--- src/rtl/cache_policy_requester.sv ---
// Initiator side of the cache replacement-policy interface: hit/miss pulses to the policy, replacement result to refill.
// Optional access statistics (hit_count_o / miss_count_o) are enabled by defining CACHE_POLICY_REQUESTER_STATS_EN.
module cache_policy_requester #(
  parameter int BW_ACCESS_ADDR     = 32,
  parameter int N_CAPACITY_BLOCKS  = 256,
  parameter int N_WORDS_PER_BLOCK  = 4,
  parameter int ASSOCIATIVITY      = 1,
  parameter int BW_CAPACITY_BLOCKS = $clog2(N_CAPACITY_BLOCKS)
) (
  input  logic                          clock_i,
  input  logic                          reset_i,
  input  logic                          req_valid_i,
  output logic                          req_ready_o,
  input  logic [BW_ACCESS_ADDR-1:0]     req_addr_i,
  input  logic                          req_hit_i,
  input  logic [BW_CAPACITY_BLOCKS-1:0] req_cache_addr_i,
  output logic [BW_ACCESS_ADDR-1:0]     policy_access_addr_o,
  output logic [BW_CAPACITY_BLOCKS-1:0] policy_cache_addr_o,
  output logic                          policy_hit_o,
  output logic                          policy_miss_o,
  input  logic                          policy_done_i,
  input  logic [BW_CAPACITY_BLOCKS-1:0] policy_addr_i,
  output logic                          rpl_valid_o,
  input  logic                          rpl_ready_i,
  output logic [BW_CAPACITY_BLOCKS-1:0] rpl_addr_o,
  output logic [BW_ACCESS_ADDR-1:0]     rpl_access_addr_o,
  output logic                          busy_o
`ifdef CACHE_POLICY_REQUESTER_STATS_EN
  ,
  output logic [31:0]                   hit_count_o,
  output logic [31:0]                   miss_count_o
`endif
);

  typedef enum logic [2:0] {
    IDLE = 3'd0,
    HIT  = 3'd1,
    MISS = 3'd2,
    WAIT = 3'd3,
    RESP = 3'd4
  } state_t;

  // Block/word geometry is fixed by the surrounding cache; unsupported setups land in this marker block.
  if (N_CAPACITY_BLOCKS < 2 || N_WORDS_PER_BLOCK < 1 || ASSOCIATIVITY < 1) begin : g_bad_config
  end

  state_t                          state_q;
  state_t                          state_d;
  logic                            accept;
  logic [BW_ACCESS_ADDR-1:0]       access_addr_q;
  logic [BW_CAPACITY_BLOCKS-1:0]   cache_addr_q;
  logic [BW_CAPACITY_BLOCKS-1:0]   rpl_addr_q;

  assign req_ready_o = (state_q == IDLE) && !reset_i;
  assign accept      = req_valid_i && req_ready_o;

  always_ff @(posedge clock_i) begin
    if (reset_i) begin
      state_q <= IDLE;
    end else begin
      state_q <= state_d;
    end
  end

  always_comb begin
    state_d = state_q;
    unique case (state_q)
      IDLE:    if (accept) state_d = req_hit_i ? HIT : MISS;
      HIT:     state_d = IDLE;
      MISS:    state_d = WAIT;
      WAIT:    if (policy_done_i) state_d = RESP;
      RESP:    if (rpl_ready_i) state_d = IDLE;
      default: state_d = IDLE;
    endcase
  end

  // Addresses are only loaded on acceptance / done, so they stay stable through RESP back-pressure.
  always_ff @(posedge clock_i) begin
    if (reset_i) begin
      access_addr_q <= '0;
      cache_addr_q  <= '0;
      rpl_addr_q    <= '0;
    end else begin
      if (accept) begin
        access_addr_q <= req_addr_i;
        cache_addr_q  <= req_cache_addr_i;
      end
      if (state_q == WAIT && policy_done_i) begin
        rpl_addr_q <= policy_addr_i;
      end
    end
  end

  assign policy_access_addr_o = access_addr_q;
  assign rpl_access_addr_o    = access_addr_q;
  assign policy_cache_addr_o  = cache_addr_q;
  assign rpl_addr_o           = rpl_addr_q;
  assign policy_hit_o         = (state_q == HIT);
  assign policy_miss_o        = (state_q == MISS);
  assign rpl_valid_o          = (state_q == RESP);
  assign busy_o               = (state_q != IDLE);

`ifdef CACHE_POLICY_REQUESTER_STATS_EN
  logic [31:0] hit_cnt_q;
  logic [31:0] miss_cnt_q;

  function automatic logic [31:0] sat_inc(input logic [31:0] v);
    return (v == 32'hFFFF_FFFF) ? v : v + 32'd1;
  endfunction

  always_ff @(posedge clock_i) begin
    if (reset_i) begin
      hit_cnt_q  <= '0;
      miss_cnt_q <= '0;
    end else begin
      if (policy_hit_o)  hit_cnt_q  <= sat_inc(hit_cnt_q);
      if (policy_miss_o) miss_cnt_q <= sat_inc(miss_cnt_q);
    end
  end

  assign hit_count_o  = hit_cnt_q;
  assign miss_count_o = miss_cnt_q;
`endif

endmodule
--- config.mk ---
export PLATFORM = sky130hd
export DESIGN_NAME = cache_policy_requester
export DESIGN_NICKNAME = d
export VERILOG_FILES = /design/src/rtl/cache_policy_requester.sv
export SDC_FILE = /design/constraint.sdc
export NUM_CORES = 1
export LEC_CHECK = 0
export ABC_AREA = 1
export BUFFER_PORTS_ARGS = -buffer_cell sky130_fd_sc_hd__buf_2
export CAP_MARGIN = 10
export CORE_AREA = 2 2 56 97
export DETAILED_ROUTE_END_ITERATION = 8
export DIE_AREA = 0 0 58 99
export PLACE_DENSITY = 0.9
export SLEW_MARGIN = 5
export SYNTH_ARGS = -nofsm -noshare
export SYNTH_HDL_FRONTEND = slang
export SYNTH_SLANG_ARGS = --single-unit
export TNS_END_PERCENT = 50
--- constraint.sdc ---
create_clock -name clock_i -period 2.6 [get_ports clock_i]
set_input_delay 0.13 -clock clock_i [delete_from_list [all_inputs] [get_ports clock_i]]
set_output_delay 0.13 -clock clock_i [all_outputs]
set_load 0.02 [all_outputs]
==> results.yml, run 1 <==
worst_hold_path:
  worst_hold_path_type: "in2reg"
  hold_depth: 3
power_and_ir_drop:
  power_frac_clock_pct: 21.6
  swShare_pct: 37.0
  power_switching_w: 0.000740
  p_leak_nw: 1.55
  p_comb_share_pct: 31.6
  power_density_nw_per_um2: 737
  p_int_w: 0.00126
  p_seq_share_pct: 46.8
  vdd.ir_drop.worst_uv: 503
sta:
  slew_headroom_pct: 63.2
  timing.setup.tns_ns: 0
  fin_crit_ns: 1.87
  worst_slew_pin_slew_ns: 0.552
  holdWs_ns: 0.0516
  setup_viol: 0
  setup_ws_ns: 0.733
  report.final.hold_viol_count: 0
  max_freq_ghz: 0.536
  fin_crit_sh_pct: 71.8
  fin_worst_skew_ns: 0.00452
  grt_setup_unrepaired: "no"
  maxSlewViolCount: 0
grt:
  track_usage_pct: 19.2
  grt_pass1_vias: 2006
  grt_first_pass_wirelength_mm: 8.81
  antenna_found_initial: 0
  overflow: 0
  grt_max_degree: 43
cells_and_area:
  drive_gt1_share_pct: 40.6
  final_nets: 427
  antenna_cells: 0
  nFillCells: 471
  area_growth_syn_to_layout_pct: 22.3
setup_path:
  crit_path_max_incr_delay_ns: 0.43
  cp_cell_sequence: "nor2_4, nand2_4, nor2_8, nand2_4, nand3_1, nand2_1"
  path_class: "reg2reg"
  r2r_slack_ns: 0.73
  endpoint: "policy_cache_addr_o[1]"
  timing.rr.start: "state_q[2]"
  worstSetupEndpointType: "flop"
  cp.required_ns: 2.79
  crit_slowest_cell: "nor2_8"
  cpLargestDelayFamily: "simple AND/OR/NAND/NOR gates"
  crit_start: "state_q[2]"
  crit_top_cell: "nand2_4"
  cp_max_fo: 42
  ff2ff_path_depth: 6
  cp_num_buf_inv: 0
  r2r-end: "policy_cache_addr_o[1]"
  worst-path-stages: 6
  cp-start-kind: "flop"
  critPathArrivalTime_ns: 2.05
synthesis:
  synth_edf_count: 0
  ys_top_cells_by_area: "dfxtp_1 46%, nand3_1 20%, buf_4 12%, nand2_1 8.8%, a21oi_1 2.7%"
  synth-seq-cells: 51
  netlist.area_leader.share_pct: 46.0
  synth_flop_cell: "dfxtp_1"
  synthMostInstantiatedCell: "nand3_1"
  synth_area_um2: 2220
  synthArstFlopShare_pct: 0
  synth_fp_nets: 331
  syn_area_per_cell_um2: 8.02
  ys_types: 18
  yosysWarningCount: 0
  seq_area_frac_synth_pct: 46.0
  syn_inst: 277
  ys_top_cells_by_count: "90 x nand3_1, 52 x nand2_1, 51 x dfxtp_1"
  yosysTopAreaCell: "dfxtp_1"
floorplan:
  ioPinCount: 139
  fp-row-count: 34
  dieArea_um2: 5740
  die_x_um: 58
  initial_core_util_pct: 45.0
  die_y_um: 99
  core_area_um2: 4930
clock_tree:
  cts_buffer_depth: 2
  cts_tree: "yes"
  cts.repair.resized: 0
  cts-root-buf: "clkbuf_8"
  cts_setup_buffers: 0
  clkSlewWorstSetupHoldPaths_ns: 0.09
  hold_buffers: 0
  cts_buffers: 5
  htree_levels: 2
  insertion_delay_ns: 0.29
  cts.sinks: 51
detailed_routing:
  drc_errors: 0
  antenna_left: 0
  firstDrtPassIters: 4
  wirelength_mm: 5.50
  wl_per_cell_um: 12.8
  dr.first_iter.drc_count: 74
  vias_per_cell: 4.93
  dr_total_vias: 2110
run_status:
  outcome: "finished, final reports clean"
placed_design:
  numPortBuffers: 138
  place_ws_ns: 0.762
  gp_congestion: 0.794
  place_hpwl_mm: 4.10
job:
  drv_cap: 0
[logic make-up after synthesis]
family	synth area share [%]
compound gates	3.27
buf+inv	17.2
simple gates	33.6
flops	46.0
[worst register-to-register path, delay by kind of cell, from the launching register on]
| family | cells | cell delay (ns) |
|---|---|---|
| and+or+nand+nor | 6 | 1.37 |
| DFF | 1 | 0.39 |
[through the flow]
stage | cell area [um2] | std cells | total power [W] | util (%)
2_1_floorplan | 2220 | 277 | 0.00146 | -
3_3_place_gp | 2640 | 420 | 0.00158 | 53.4
3_5_place_dp | 2640 | 420 | 0.00159 | 53.4
4_1_cts | 2720 | 428 | 0.00202 | 55.0
5_1_grt | 2720 | 428 | 0.00211 | 55.0
6_report | 2720 | 428 | 0.00200 | 55.0
[final cells by class]
cell class	count	area (um2)	share of cell area (%)
clock buffers	7	76.3	2.81
inverters	6	22.5	0.829
repair buffers	140	706	26.0
flip-flops and latches	51	1020	37.6
well taps	54	67.6	2.49
multi-input cells	169	818	30.1
clock inverters	1	5.00	0.184
[metal layers]
metal  wire, um  GRT usage (%)  vias to the layer above
met5          0              0                        -
met4         70           5.90                        0
met3        302           3.28                        6
met2       2970           35.9                       76
met1       2150           21.1                      950
li1           -              -                     1078
[power by group through the flow]
stage | combinational (W) | clock, W | sequential (W)
after global placement | 0.000628 | 0 | 0.000951
final | 0.000633 | 0.000433 | 0.000936
after detailed placement | 0.000637 | 0 | 0.000956
after floorplan | 0.000414 | 0 | 0.00105
after global routing | 0.000687 | 0.000473 | 0.000948
after CTS | 0.000637 | 0.000449 | 0.000937
[how the worst min path moves through the flow]
stage / start / end
6_report: req_cache_addr_i[3] / policy_cache_addr_o[3]
3_3_place_gp: req_cache_addr_i[3] / policy_cache_addr_o[3]
5_1_grt: req_addr_i[13] / policy_access_addr_o[13]
4_1_cts: req_cache_addr_i[3] / policy_cache_addr_o[3]
3_5_place_dp: req_cache_addr_i[2] / policy_cache_addr_o[2]
2_1_floorplan: req_addr_i[0] / policy_access_addr_o[0]
[state kept, by name, indices dropped and copies added, names as in the netlist]
name and cells:
rpl_addr_o 8, state_q 3, policy_access_addr_o 32, policy_cache_addr_o 8
[cells in the final DEF, fill, tap and decap left out]
cell | netlist | routed
buf_2 | 2 | 138
a21oi_1 | 12 | 12
nand3_1 | 90 | 90
nor2_1 | 5 | 5
o21ai_0 | 1 | 1
nand2_1 | 52 | 52
nand2_4 | 2 | 2
clkbuf_8 | 0 | 5
clkinv_2 | 0 | 1
clkbuf_1 | 9 | 2
clkinv_1 | 1 | 1
nor3_1 | 2 | 2
o211ai_1 | 1 | 1
dfxtp_1 | 51 | 51
nand2_2 | 1 | 1
buf_4 | 36 | 2
nor2_8 | 1 | 1
nor2_4 | 2 | 2
inv_1 | 5 | 5
Note: power is estimated with default switching activity, not from simulation.
==> run 2, diff against run 1 <==
CORE_AREA = 2 2 61 107   (was 2 2 56 97)
DIE_AREA = 0 0 63 109   (was 0 0 58 99)
PLACE_DENSITY = 0.81   (was 0.9)
clock period = 1.7 ns   (was 2.6 ns; I/O delays follow)
==> results.yml, run 2 (synthesis results as in run 1) <==
placed_design:
  dpl_cell_area_um2: 2700
  numPortBuffers: 138
  place_hpwl_mm: 4.18
  dpl.cell_count: 450
  gp_congestion: 0.778
worst_hold_path:
  worst_hold_path_type: "in2reg"
grt:
  antenna_found_initial: 0
  track_usage_pct: 17.2
  grt_pass1_vias: 2111
  overflow: 0
  grt_first_pass_wirelength_mm: 9.45
  grt_max_degree: 41
setup_path:
  cp_max_fo: 26
  worstSetupEndpointType: "output port"
  path_class: "reg2out"
  cp-start-kind: "flop"
  cp.required_ns: 1.62
  critPathArrivalTime_ns: 1.51
sta:
  fin_worst_skew_ns: 0.00390
  report.final.hold_viol_count: 0
  fin_crit_sh_pct: 93.7
  fin_crit_ns: 1.59
  slew_headroom_pct: 72.5
  max_freq_ghz: 0.628
  setup_viol: 0
  maxSlewViolCount: 0
  timing.setup.tns_ns: 0
  grt_setup_unrepaired: "no"
  worst_slew_pin_slew_ns: 0.411
clock_tree:
  cts-root-buf: "clkbuf_8"
  cts.sinks: 51
  clkSlewWorstSetupHoldPaths_ns: 0.08
  htree_levels: 2
  cts_setup_buffers: 0
  insertion_delay_ns: 0.30
  cts_buffer_depth: 2
  cts_buffers: 5
  cts_tree: "yes"
cells_and_area:
  area_growth_syn_to_layout_pct: 37.6
  antenna_cells: 0
  final_nets: 458
  stdcell_count: 485
  drive_gt1_share_pct: 38.8
  final_area_um2: 3060
  final_common_cell: "buf_2"
  largest_register_ffs: 32
  final_cell_mix: "138 x buf_2, 90 x nand3_1, 52 x nand2_1, 51 x dfxtp_1, 27 x dlygate4sd3_1"
detailed_routing:
  wl_per_cell_um: 12.6
  antenna_left: 0
  firstDrtPassIters: 4
  dr.first_iter.drc_count: 84
  drc_errors: 0
  wirelength_mm: 6.09
  dr_total_vias: 2251
  vias_per_cell: 4.64
floorplan:
  dieArea_um2: 6870
  fp-row-count: 38
  die_y_um: 109
  initial_core_util_pct: 36.8
  ioPinCount: 139
  die_x_um: 63
  core_area_um2: 6040
power_and_ir_drop:
  vdd.ir_drop.worst_uv: 586
  p_leak_nw: 1.68
  power_density_nw_per_um2: 1030
run_status:
  outcome: "finished, final reports clean"
job:
  drv_cap: 0
run 2: changes by cell type in the layout (fill, tap and decap cells not counted):
cell           delta
dlygate4sd3_1    +27
clkbuf_1          -1
clkinvlp_4        +1
buf_4             +3
buf_6             +1
run 2: cell type report:
cell class,instances,area (um2)
Sequential cell,51,1020
Clock buffer,6,72.6
Fill cell,580,2980
Multi-Input combinational cell,169,818
Tap cell,80,100
Clock inverter,2,12.5
Timing Repair Buffer,171,1010
Inverter,6,22.5
run 2: critical path, stage by stage (launching register included):
cell     delay (ns)
dfxtp_1        0.39
nor2_4         0.18
nand2_4        0.09
nor2_8         0.11
buf_6          0.22
buf_2          0.20
run 2: what timing repair did:
action | 4_1_cts | 5_1_grt
endpoints found under the hold margin | 25 | 2
resized for setup | 0 | 1
endpoints found under the setup margin | 0 | 1
hold buffers | 25 | 2
run 2: where the power goes:
group	total (W)	internal (W)	switching [W]
logic	0.00105	0.000367	0.000679
registers	0.00144	0.00133	0.000104
clock network	0.000665	0.000288	0.000377
total	0.00315	0.00199	0.00116
run 2: metal layers:
metal	global-route usage [%]	part of all wire [%]	vias to the layer above
met5	0	0	-
met2	33.0	55	84
met4	7.94	2.3	0
met3	3.30	4.4	12
li1	-	-	1139
met1	17.7	38	1016
run 2: path summary, 6_finish.rpt:
kind	startpoint	endpoint	slack, ns	cells past startpoint
max	state_q[2]	req_ready_o	0.11	5
min	req_addr_i[31]	policy_access_addr_o[31]	0.01	3
max reg2reg	state_q[2]	policy_cache_addr_o[5]	0.34	6
min reg2reg	rpl_addr_o[2]	rpl_addr_o[2]	0.47	2
run 2: through the flow:
stage	power, W	hold slack, ns	setup WS, ns	util, %
floorplan	0.00224	0.223	0.398	-
global placement	0.00244	0.308	0.403	44.7
detailed placement	0.00246	0.310	0.334	44.7
CTS	0.00317	0.000126	0.00870	50.2
global route	0.00334	0.00251	0.00951	50.6
finish	0.00315	0.0131	0.107	50.6
==> run 3, diff against run 2 <==
CORE_AREA = 2 2 66 99   (was 2 2 61 107)
DIE_AREA = 0 0 68 101   (was 0 0 63 109)
RECOVER_POWER = 25   (was not set)
==> results.yml, run 3 (synthesis results as in run 1) <==
setup_path:
  cp.required_ns: 1.62
  timing.rr.start: "state_q[2]"
  r2r_slack_ns: 0.22
  r2r-end: "policy_access_addr_o[23]"
  cp-start-kind: "flop"
  ff2ff_path_depth: 6
  path_class: "reg2out"
  critPathArrivalTime_ns: 1.50
  worstSetupEndpointType: "output port"
  cp_max_fo: 14
cells_and_area:
  stdcell_count: 458
  final_cell_mix: "105 x buf_2, 90 x nand3_1, 52 x nand2_1, 51 x dfxtp_1, 33 x clkbuf_1"
  largest_register_ffs: 32
  final_util_pct: 46.5
  area_growth_syn_to_layout_pct: 26.5
  antenna_cells: 0
  drive_gt1_share_pct: 33.6
  final_nets: 438
  final_common_cell: "buf_2"
power_and_ir_drop:
  p_comb_share_pct: 32.5
  p_int_w: 0.00200
  power_frac_clock_pct: 21.6
  swShare_pct: 36.2
  vdd.ir_drop.worst_uv: 465
  p_seq_share_pct: 45.8
  power_switching_w: 0.00114
  power_density_nw_per_um2: 1120
  p_leak_nw: 1.48
  power_w: 0.00313
worst_hold_path:
  hold_depth: 3
  hold_path_end: "policy_access_addr_o[4]"
  hold_start: "req_addr_i[4]"
  worst_hold_path_type: "in2reg"
detailed_routing:
  dr_wl_met3_um: 384
  wl_met1_mm: 2.15
  dr.first_iter.drc_count: 62
  drc_errors: 0
  wl_per_cell_um: 12.3
  antenna_left: 0
  vias_per_cell: 4.84
  dr_wl_met2_mm: 2.97
  dr_total_vias: 2215
  top_layer_used: "met5"
  wirelength_mm: 5.63
  firstDrtPassIters: 4
grt:
  grt_pass1_vias: 1985
  grt_max_degree: 41
  antenna_found_initial: 1
  grt_first_pass_wirelength_mm: 8.42
  overflow: 0
  track_usage_pct: 15.9
sta:
  max_freq_ghz: 0.629
  slew_headroom_pct: 72.3
  timing.setup.tns_ns: 0
  maxSlewViolCount: 0
  grt_setup_unrepaired: "no"
  fin_crit_sh_pct: 93.5
  fin_crit_ns: 1.59
  report.final.hold_viol_count: 0
  fin_worst_skew_ns: 0.00336
  setup_ws_ns: 0.111
  setup_viol: 0
  worst_slew_pin_slew_ns: 0.415
floorplan:
  core_area_um2: 6040
  die_y_um: 101
  fp-row-count: 35
  die_x_um: 68
  ioPinCount: 139
  dieArea_um2: 6870
  initial_core_util_pct: 36.7
placed_design:
  gp_congestion: 0.769
  place_hpwl_mm: 4.15
  place_ws_ns: 0.214
  dpl.cell_count: 443
  numPortBuffers: 138
clock_tree:
  htree_levels: 2
  clkSlewWorstSetupHoldPaths_ns: 0.08
  insertion_delay_ns: 0.29
  cts.sinks: 51
  cts_tree: "yes"
  cts_buffers: 5
  cts-root-buf: "clkbuf_8"
  cts_buffer_depth: 2
run_status:
  outcome: "finished, final reports clean"
job:
  drv_cap: 0
-- run 3: cell types whose count changed in the layout (fill, tap and decap cells not counted) --
| cell | delta |
|---|---|
| clkinvlp_4 | -1 |
| buf_2 | -33 |
| clkbuf_1 | +32 |
| buf_12 | +1 |
| clkbuf_8 | +1 |
| dlygate4sd3_1 | -25 |
| buf_4 | +4 |
-- run 3: final cells by class --
type,count,area [um2]
clock buffer,6,82.6
clock inverter,1,5.00
fill,638,3230
inverter,6,22.5
multi-input combinational,169,818
sequential,51,1020
tap,74,92.6
timing repair buffer,151,768
-- run 3: layer usage --
metal,global-route usage (%),up-vias
li1,-,1100
met1,15.9,1020
met2,29.4,82
met3,4.47,11
met4,6.77,2
met5,0,-
-- run 3: metrics by stage --
step,instance area [um2],hold WS [ns]
global route,2810,0.00902
global placement,2700,0.310
finish,2810,0.0118
floorplan,2220,0.223
detailed placement,2700,0.314
CTS,2800,0.000409
-- run 3: worst max-delay path: stages (launching register included) --
cell and delay [ns]:
dfxtp_1 0.39, nor2_4 0.18, nand2_4 0.09, nor2_8 0.19, buf_6 0.18, buf_2 0.18
-- run 3: power by group through the flow --
stage / Combinational, W / Clock (W) / Sequential (W)
final: 0.00102 / 0.000678 / 0.00144
after global routing: 0.00112 / 0.000761 / 0.00146
after CTS: 0.00100 / 0.000718 / 0.00143
after detailed placement: 0.000998 / 0 / 0.00146
after global placement: 0.000986 / 0 / 0.00145
after floorplan: 0.000634 / 0 / 0.00161
-- run 3: how the worst max path moves through the flow --
stage,from,to,cells after the start
after global routing,state_q[2],req_ready_o,5
after floorplan,state_q[1],state_q[1],4
after CTS,state_q[2],req_ready_o,5
after global placement,state_q[2],policy_access_addr_o[2],6
final,state_q[2],req_ready_o,5
after detailed placement,state_q[2],policy_access_addr_o[16],6
-- run 3: timing repair --
| item | CTS | global route |
|---|---|---|
| setup endpoints to repair | 0 | 1 |
| hold buffers | 2 | 0 |
| buffers inserted | 0 | 6 |
| resized for setup | 0 | 1 |
| hold endpoints to repair | 2 | 0 |
